## config.mk

```make
export PLATFORM = sky130hd
export DESIGN_NAME = sra_unit
export DESIGN_NICKNAME = d
export VERILOG_FILES = /design/src/rtl/sra_unit.sv
export SDC_FILE = /design/constraint.sdc
export NUM_CORES = 1
export LEC_CHECK = 0
export ABC_AREA = 1
export CORE_MARGIN = 2
export CORE_UTILIZATION = 44
export CTS_BUF_LIST = sky130_fd_sc_hd__clkbuf_8
export CTS_CLUSTER_SIZE = 24
export DETAILED_ROUTE_END_ITERATION = 10
export GPL_TIMING_DRIVEN = 0
export PLACE_DENSITY = 0.83
export SLEW_MARGIN = 30
export SYNTH_ARGS = -nofsm -noshare
export SYNTH_HDL_FRONTEND = slang
export SYNTH_SLANG_ARGS = --single-unit
```

## constraint.sdc

```tcl
create_clock -name clk -period 1 [get_ports clk]
set_clock_uncertainty 0.1 [all_clocks]
set_input_delay 0.1 -clock clk [delete_from_list [all_inputs] [get_ports clk]]
set_output_delay 0.1 -clock clk [all_outputs]
set_load 0.01 [all_outputs]
```

## src/rtl/sra_unit.sv

```systemverilog
// ---------------------------------------------------------------------------
// sra_unit
//   Registered arithmetic right shift (sign-extending) built as a log-depth
//   barrel shifter. One clock of latency and a new operand every cycle.
//
// Ports
//   clk        in   1      single clock, rising edge
//   reset      in   1      synchronous, active-high
//   in_valid   in   1      qualifies A / shamt this cycle
//   A          in   WIDTH  two's-complement operand
//   shamt      in   SHW    unsigned shift amount, 0..WIDTH-1
//   SRAResult  out  WIDTH  registered A >>> shamt
//   carry_out  out  1      registered last bit shifted out (A[shamt-1], 0 for shamt=0)
//   zero       out  1      registered SRAResult == 0
//   negative   out  1      registered SRAResult[WIDTH-1]
//   out_valid  out  1      output registers hold a result from a valid input
// ---------------------------------------------------------------------------
module sra_unit #(
    parameter int WIDTH = 16,
    parameter int SHW   = 4      // must equal $clog2(WIDTH)
) (
    input  logic             clk,
    input  logic             reset,
    input  logic             in_valid,
    input  logic [WIDTH-1:0] A,
    input  logic [SHW-1:0]   shamt,
    output logic [WIDTH-1:0] SRAResult,
    output logic             carry_out,
    output logic             zero,
    output logic             negative,
    output logic             out_valid
);

    // The operand is widened by one guard bit below the LSB. Shifting the
    // widened word leaves the last bit shifted out of A in the guard
    // position, so carry_out falls out of the same shifter: for shamt=0
    // the guard bit is the appended 0, for shamt=n it is A[n-1].
    logic [WIDTH:0] w_stage [0:SHW];

    assign w_stage[0] = {A, 1'b0};

    for (genvar k = 0; k < SHW; k++) begin : g_stage
        localparam int STEP = 1 << k;
        // Each stage shifts by 2^k and refills the top with the sign bit.
        assign w_stage[k+1] = shamt[k]
                            ? {{STEP{w_stage[k][WIDTH]}}, w_stage[k][WIDTH:STEP]}
                            : w_stage[k];
    end

    logic [WIDTH-1:0] r_result;
    logic             r_carry;
    logic             r_valid;

    // NOTE: sequential state uses non-blocking assignments so every register
    // samples the pre-edge values regardless of statement order.
    always_ff @(posedge clk) begin
        if (reset) begin
            r_result <= '0;
            r_carry  <= 1'b0;
            r_valid  <= 1'b0;
        end else begin
            r_valid <= in_valid;
            if (in_valid) begin
                r_result <= w_stage[SHW][WIDTH:1];
                r_carry  <= w_stage[SHW][0];
            end
        end
    end

    // Flags come straight off the result register, so no input reaches an
    // output without passing through a flop.
    assign SRAResult = r_result;
    assign carry_out = r_carry;
    assign zero      = (r_result == '0);
    assign negative  = r_result[WIDTH-1];
    assign out_valid = r_valid;

endmodule

```

==> flow_summary.html, run 1 <==
<table>
<tr><th>Metric</th><th>Value</th></tr>
<tr><th colspan="2">Critical path</th></tr>
<tr><td>CP max FO</td><td>2</td></tr>
<tr><td>Critical path launch point type</td><td>flip-flop</td></tr>
<tr><td>Critical Path End Type</td><td>primary output</td></tr>
<tr><td>Critical path start-end classification</td><td>flip-flop to primary output</td></tr>
<tr><td>FF-to-FF setup slack</td><td>-90 ps</td></tr>
<tr><td>End of the worst register-to-register path</td><td>SRAResult[9]$_SDFFE_PP0P_</td></tr>
<tr><td>Register-to-Register Path Depth</td><td>3</td></tr>
<tr><td>Worst reg2reg path startpoint</td><td>SRAResult[9]$_SDFFE_PP0P_</td></tr>
<tr><td>Worst Path Required</td><td>800 ps</td></tr>
<tr><td>Data arrival, critical path</td><td>1310 ps</td></tr>
<tr><td>Launching element of the worst setup path</td><td>SRAResult[6]$_SDFFE_PP0P_</td></tr>
<tr><td>Crit path to</td><td>zero</td></tr>
<tr><th colspan="2">Synth</th></tr>
<tr><td>Async SR Flop Fraction</td><td>0%</td></tr>
<tr><td>Main flop type after synthesis</td><td>sky130_fd_sc_hd__dfxtp_1</td></tr>
<tr><td>Yosys reg bits</td><td>18</td></tr>
<tr><td>Count of synthesis-stage warnings from yosys</td><td>0</td></tr>
<tr><td>Sequential-to-total area share from yosys stat</td><td>25.8%</td></tr>
<tr><td>Number of distinct library cells after synthesis</td><td>25</td></tr>
<tr><td>Avg Cell Area, Syn</td><td>5.99 µm²</td></tr>
<tr><td>Number of nets in the synthesized netlist</td><td>256</td></tr>
<tr><td>Netlist area before placement</td><td>1400 µm²</td></tr>
<tr><td>Number of flops mapped to enable cells by yosys</td><td>0</td></tr>
<tr><td>Instance count of the mapped netlist</td><td>233</td></tr>
<tr><th colspan="2">Global route</th></tr>
<tr><td>First-pass GRT wire length</td><td>6820 µm</td></tr>
<tr><td>Antenna violations before repair</td><td>0</td></tr>
<tr><td>Largest net degree at the start of global routing</td><td>11</td></tr>
<tr><td>Aggregate global-route resource usage</td><td>24.5%</td></tr>
<tr><td>Via count of the first global-routing pass</td><td>1574</td></tr>
<tr><td>Total congestion overflow</td><td>0</td></tr>
<tr><th colspan="2">Drt</th></tr>
<tr><td>Average wire length per cell after detail routing</td><td>13.9 µm</td></tr>
<tr><td>Overall routed net length</td><td>4620 µm</td></tr>
<tr><td>First-pass DRT Iterations</td><td>7</td></tr>
<tr><td>Drc violations</td><td>0</td></tr>
<tr><td>Iteration-0 DRC Markers</td><td>212</td></tr>
<tr><td>Routed vias</td><td>1815</td></tr>
<tr><td>Remaining antenna violation count after routing</td><td>0</td></tr>
<tr><td>Ratio of routed vias to standard cells</td><td>5.47</td></tr>
<tr><th colspan="2">Run status</th></tr>
<tr><td>Outcome</td><td>finished with violations</td></tr>
<tr><td>Failing checks</td><td>setup timing</td></tr>
<tr><th colspan="2">Timing</th></tr>
<tr><td>Number of setup violations in the final report</td><td>12</td></tr>
<tr><td>Share of the clock period used by the worst path after layout</td><td>151%</td></tr>
<tr><td>Smallest hold slack</td><td>70.3 ps</td></tr>
<tr><td>Shortest clock period the worst path allows after layout</td><td>1510 ps</td></tr>
<tr><td>RSZ-0062 raised after global routing</td><td>yes</td></tr>
<tr><td>Worst setup margin</td><td>-508 ps</td></tr>
<tr><td>Max transition margin</td><td>77.9%</td></tr>
<tr><td>Final hold violation count</td><td>0</td></tr>
<tr><td>Setup_tns</td><td>-884 ps</td></tr>
<tr><td>Max Clk Rate</td><td>663 MHz</td></tr>
<tr><td>Slew Viols, Final</td><td>0</td></tr>
<tr><td>Tightest Pin Transition</td><td>329 ps</td></tr>
<tr><th colspan="2">Finish</th></tr>
<tr><td>Sequential cell area</td><td>383 µm²</td></tr>
<tr><td>Area occupied by multi-input gates</td><td>1030 µm²</td></tr>
<tr><td>Top library cells by usage in the layout, fill and taps aside</td><td>sky130_fd_sc_hd__nand2_1, sky130_fd_sc_hd__nand3_1, sky130_fd_sc_hd__buf_6, sky130_fd_sc_hd__nand2_2, sky130_fd_sc_hd__dlygate4sd2_1</td></tr>
<tr><td>Number of diodes</td><td>0</td></tr>
<tr><td>Share of cells above drive strength 1</td><td>38.9%</td></tr>
<tr><td>Final net count</td><td>313</td></tr>
<tr><td>Synth-to-Final Area Change</td><td>54.2%</td></tr>
<tr><td>Non-filler instance count after layout</td><td>332</td></tr>
<tr><td>Layout fillers</td><td>248</td></tr>
<tr><td>Most common cell after layout, fill and taps aside</td><td>sky130_fd_sc_hd__nand2_1</td></tr>
<tr><th colspan="2">Placed design</th></tr>
<tr><td>Gpl congestion</td><td>0.951</td></tr>
<tr><td>Setup Slack @ Placement</td><td>-730 ps</td></tr>
<tr><td>PortBufs</td><td>40</td></tr>
<tr><td>Detailed placement HPWL</td><td>3170 µm</td></tr>
<tr><td>Placed Cells incl. Taps</td><td>317</td></tr>
<tr><th colspan="2">Floorplanning</th></tr>
<tr><td>Starting utilization of the core area</td><td>46.1%</td></tr>
<tr><td>Cell Rows</td><td>20</td></tr>
<tr><td>Boundary pin count</td><td>43</td></tr>
<tr><td>Overall die area</td><td>3640 µm²</td></tr>
<tr><td>Die Ht</td><td>60.3 µm</td></tr>
<tr><td>Die boundary width</td><td>60.3 µm</td></tr>
<tr><td>Core area</td><td>3030 µm²</td></tr>
<tr><th colspan="2">Power and ir drop</th></tr>
<tr><td>PwrDens</td><td>1020 nW/µm²</td></tr>
<tr><td>Max IR drop VDD</td><td>1370 µV</td></tr>
<tr><td>Leakage Power</td><td>1.09 nW</td></tr>
<tr><td>Power consumption</td><td>2.19 mW</td></tr>
<tr><th colspan="2">CTS</th></tr>
<tr><td>TritonCTS buffer count</td><td>3</td></tr>
<tr><td>Number of sinks on the clock net</td><td>18</td></tr>
<tr><td>Count of hold buffers inserted by post-cts repair</td><td>0</td></tr>
<tr><td>Clock tree from TritonCTS</td><td>done</td></tr>
<tr><td>Clock transition at the registers of the reported paths</td><td>60 ps</td></tr>
<tr><td>Root buf cell</td><td>sky130_fd_sc_hd__clkbuf_8</td></tr>
<tr><td>Longest Clk Path Bufs</td><td>2</td></tr>
<tr><td>Number of levels the H-tree was split into</td><td>1</td></tr>
<tr><td>Latest clock arrival within the worst-skew pair</td><td>250 ps</td></tr>
<tr><th colspan="2">Worst hold path</th></tr>
<tr><td>Worst hold path class</td><td>input pin to flip-flop</td></tr>
<tr><th colspan="2">Flow run</th></tr>
<tr><td>MaxCap Viol Count</td><td>0</td></tr>
</table>
per-stage QoR:
step	instance area (µm²)	util [%]
after floorplan	1440	-
after global placement	1900	62.7
after detailed placement	1900	62.7
after CTS	2090	69.0
after global routing	2150	71.1
final	2150	71.1
Yosys cell counts (2+ instances only):
master                      n  area, µm²
sky130_fd_sc_hd__nand3_1   53        265
sky130_fd_sc_hd__a21oi_1    9       45.0
sky130_fd_sc_hd__nand3_2    2       20.0
sky130_fd_sc_hd__buf_4      2       15.0
sky130_fd_sc_hd__inv_2      2       7.51
sky130_fd_sc_hd__o211ai_1   2       15.0
sky130_fd_sc_hd__buf_2      2       10.0
sky130_fd_sc_hd__nand2_1   84        315
sky130_fd_sc_hd__o21ai_0    8       40.0
sky130_fd_sc_hd__nor4_1     2       12.5
sky130_fd_sc_hd__nor2_1    11       41.3
sky130_fd_sc_hd__nor3_1     4       20.0
sky130_fd_sc_hd__inv_1     12       45.0
sky130_fd_sc_hd__dfxtp_1   18        360
sky130_fd_sc_hd__buf_6      5       56.3
sky130_fd_sc_hd__nand2_2    8       50.1
logic make-up (layout without fill, tap and decap cells):
family | count (synthesis) | after routing | synth area share, %
and+or+nand+nor | 164 | 164 | 51.9
AOI/OAI and AO/OA | 24 | 24 | 10.1
buffers and inverters | 27 | 82 | 12.2
DFF | 18 | 18 | 25.8
worst min path at each step:
| stage | start | to | slack (ps) | cells after the start |
|---|---|---|---|---|
| 2_1_floorplan | reset | out_valid$_SDFF_PP0_ | 70 | 1 |
| 3_3_place_gp | SRAResult[15]$_SDFFE_PP0P_ | SRAResult[15]$_SDFFE_PP0P_ | 400 | 2 |
| 3_5_place_dp | SRAResult[15]$_SDFFE_PP0P_ | SRAResult[15]$_SDFFE_PP0P_ | 410 | 2 |
| 4_1_cts | reset | SRAResult[15]$_SDFFE_PP0P_ | 190 | 2 |
| 5_1_grt | A[15] | SRAResult[15]$_SDFFE_PP0P_ | 80 | 3 |
| 6_report | A[15] | SRAResult[15]$_SDFFE_PP0P_ | 70 | 3 |
metal layers:
metal	vias up	GRT usage [%]	routed length [µm]
li1	881	-	-
met1	805	31.9	1850
met2	104	43.2	2240
met3	25	4.05	382
met4	0	4.13	140
met5	-	0	0
timing repair:
| action | CTS | global route |
|---|---|---|
| gates cloned | 0 | 1 |
| gates resized for setup | 146 | 36 |
| endpoints found under the setup margin | 37 | 26 |
| buffers inserted | 10 | 2 |
| pin swaps | 11 | 7 |
state kept, by name (all words and copies together) (netlist names):
signal / cells
out_valid: 1
carry_out: 1
SRAResult: 16
critical path, cell delays in order, from the launching register on:
cell	delay (ps)
sky130_fd_sc_hd__dfxtp_2	340
sky130_fd_sc_hd__nor4_4	270
sky130_fd_sc_hd__nand3_1	110
sky130_fd_sc_hd__nor3_2	180
sky130_fd_sc_hd__buf_2	160
final cells by class:
cell class | instances | area share (%)
sequential | 18 | 17.8
buffer | 10 | 5.52
clock buffer | 3 | 1.92
inverter | 16 | 3.49
timing repair buffer | 53 | 21.1
tap | 44 | 2.56
multi-input combinational | 188 | 47.6
report_power, final:
| group | leakage (nW) | internal, mW | total (mW) | switching (mW) |
|---|---|---|---|---|
| Combinational | 0.910 | 0.390 | 0.866 | 0.476 |
| Clock | 0.0216 | 0.267 | 0.489 | 0.221 |
| Sequential | 0.154 | 0.781 | 0.834 | 0.0521 |
Note: power is estimated with default switching activity, not from simulation.
==> run 2: changes to the inputs <==
SLEW_MARGIN = 20   (was 30)
==> results of run 2 <==
Same layout as run 1: the final DEF is identical, and so are final timing and power.
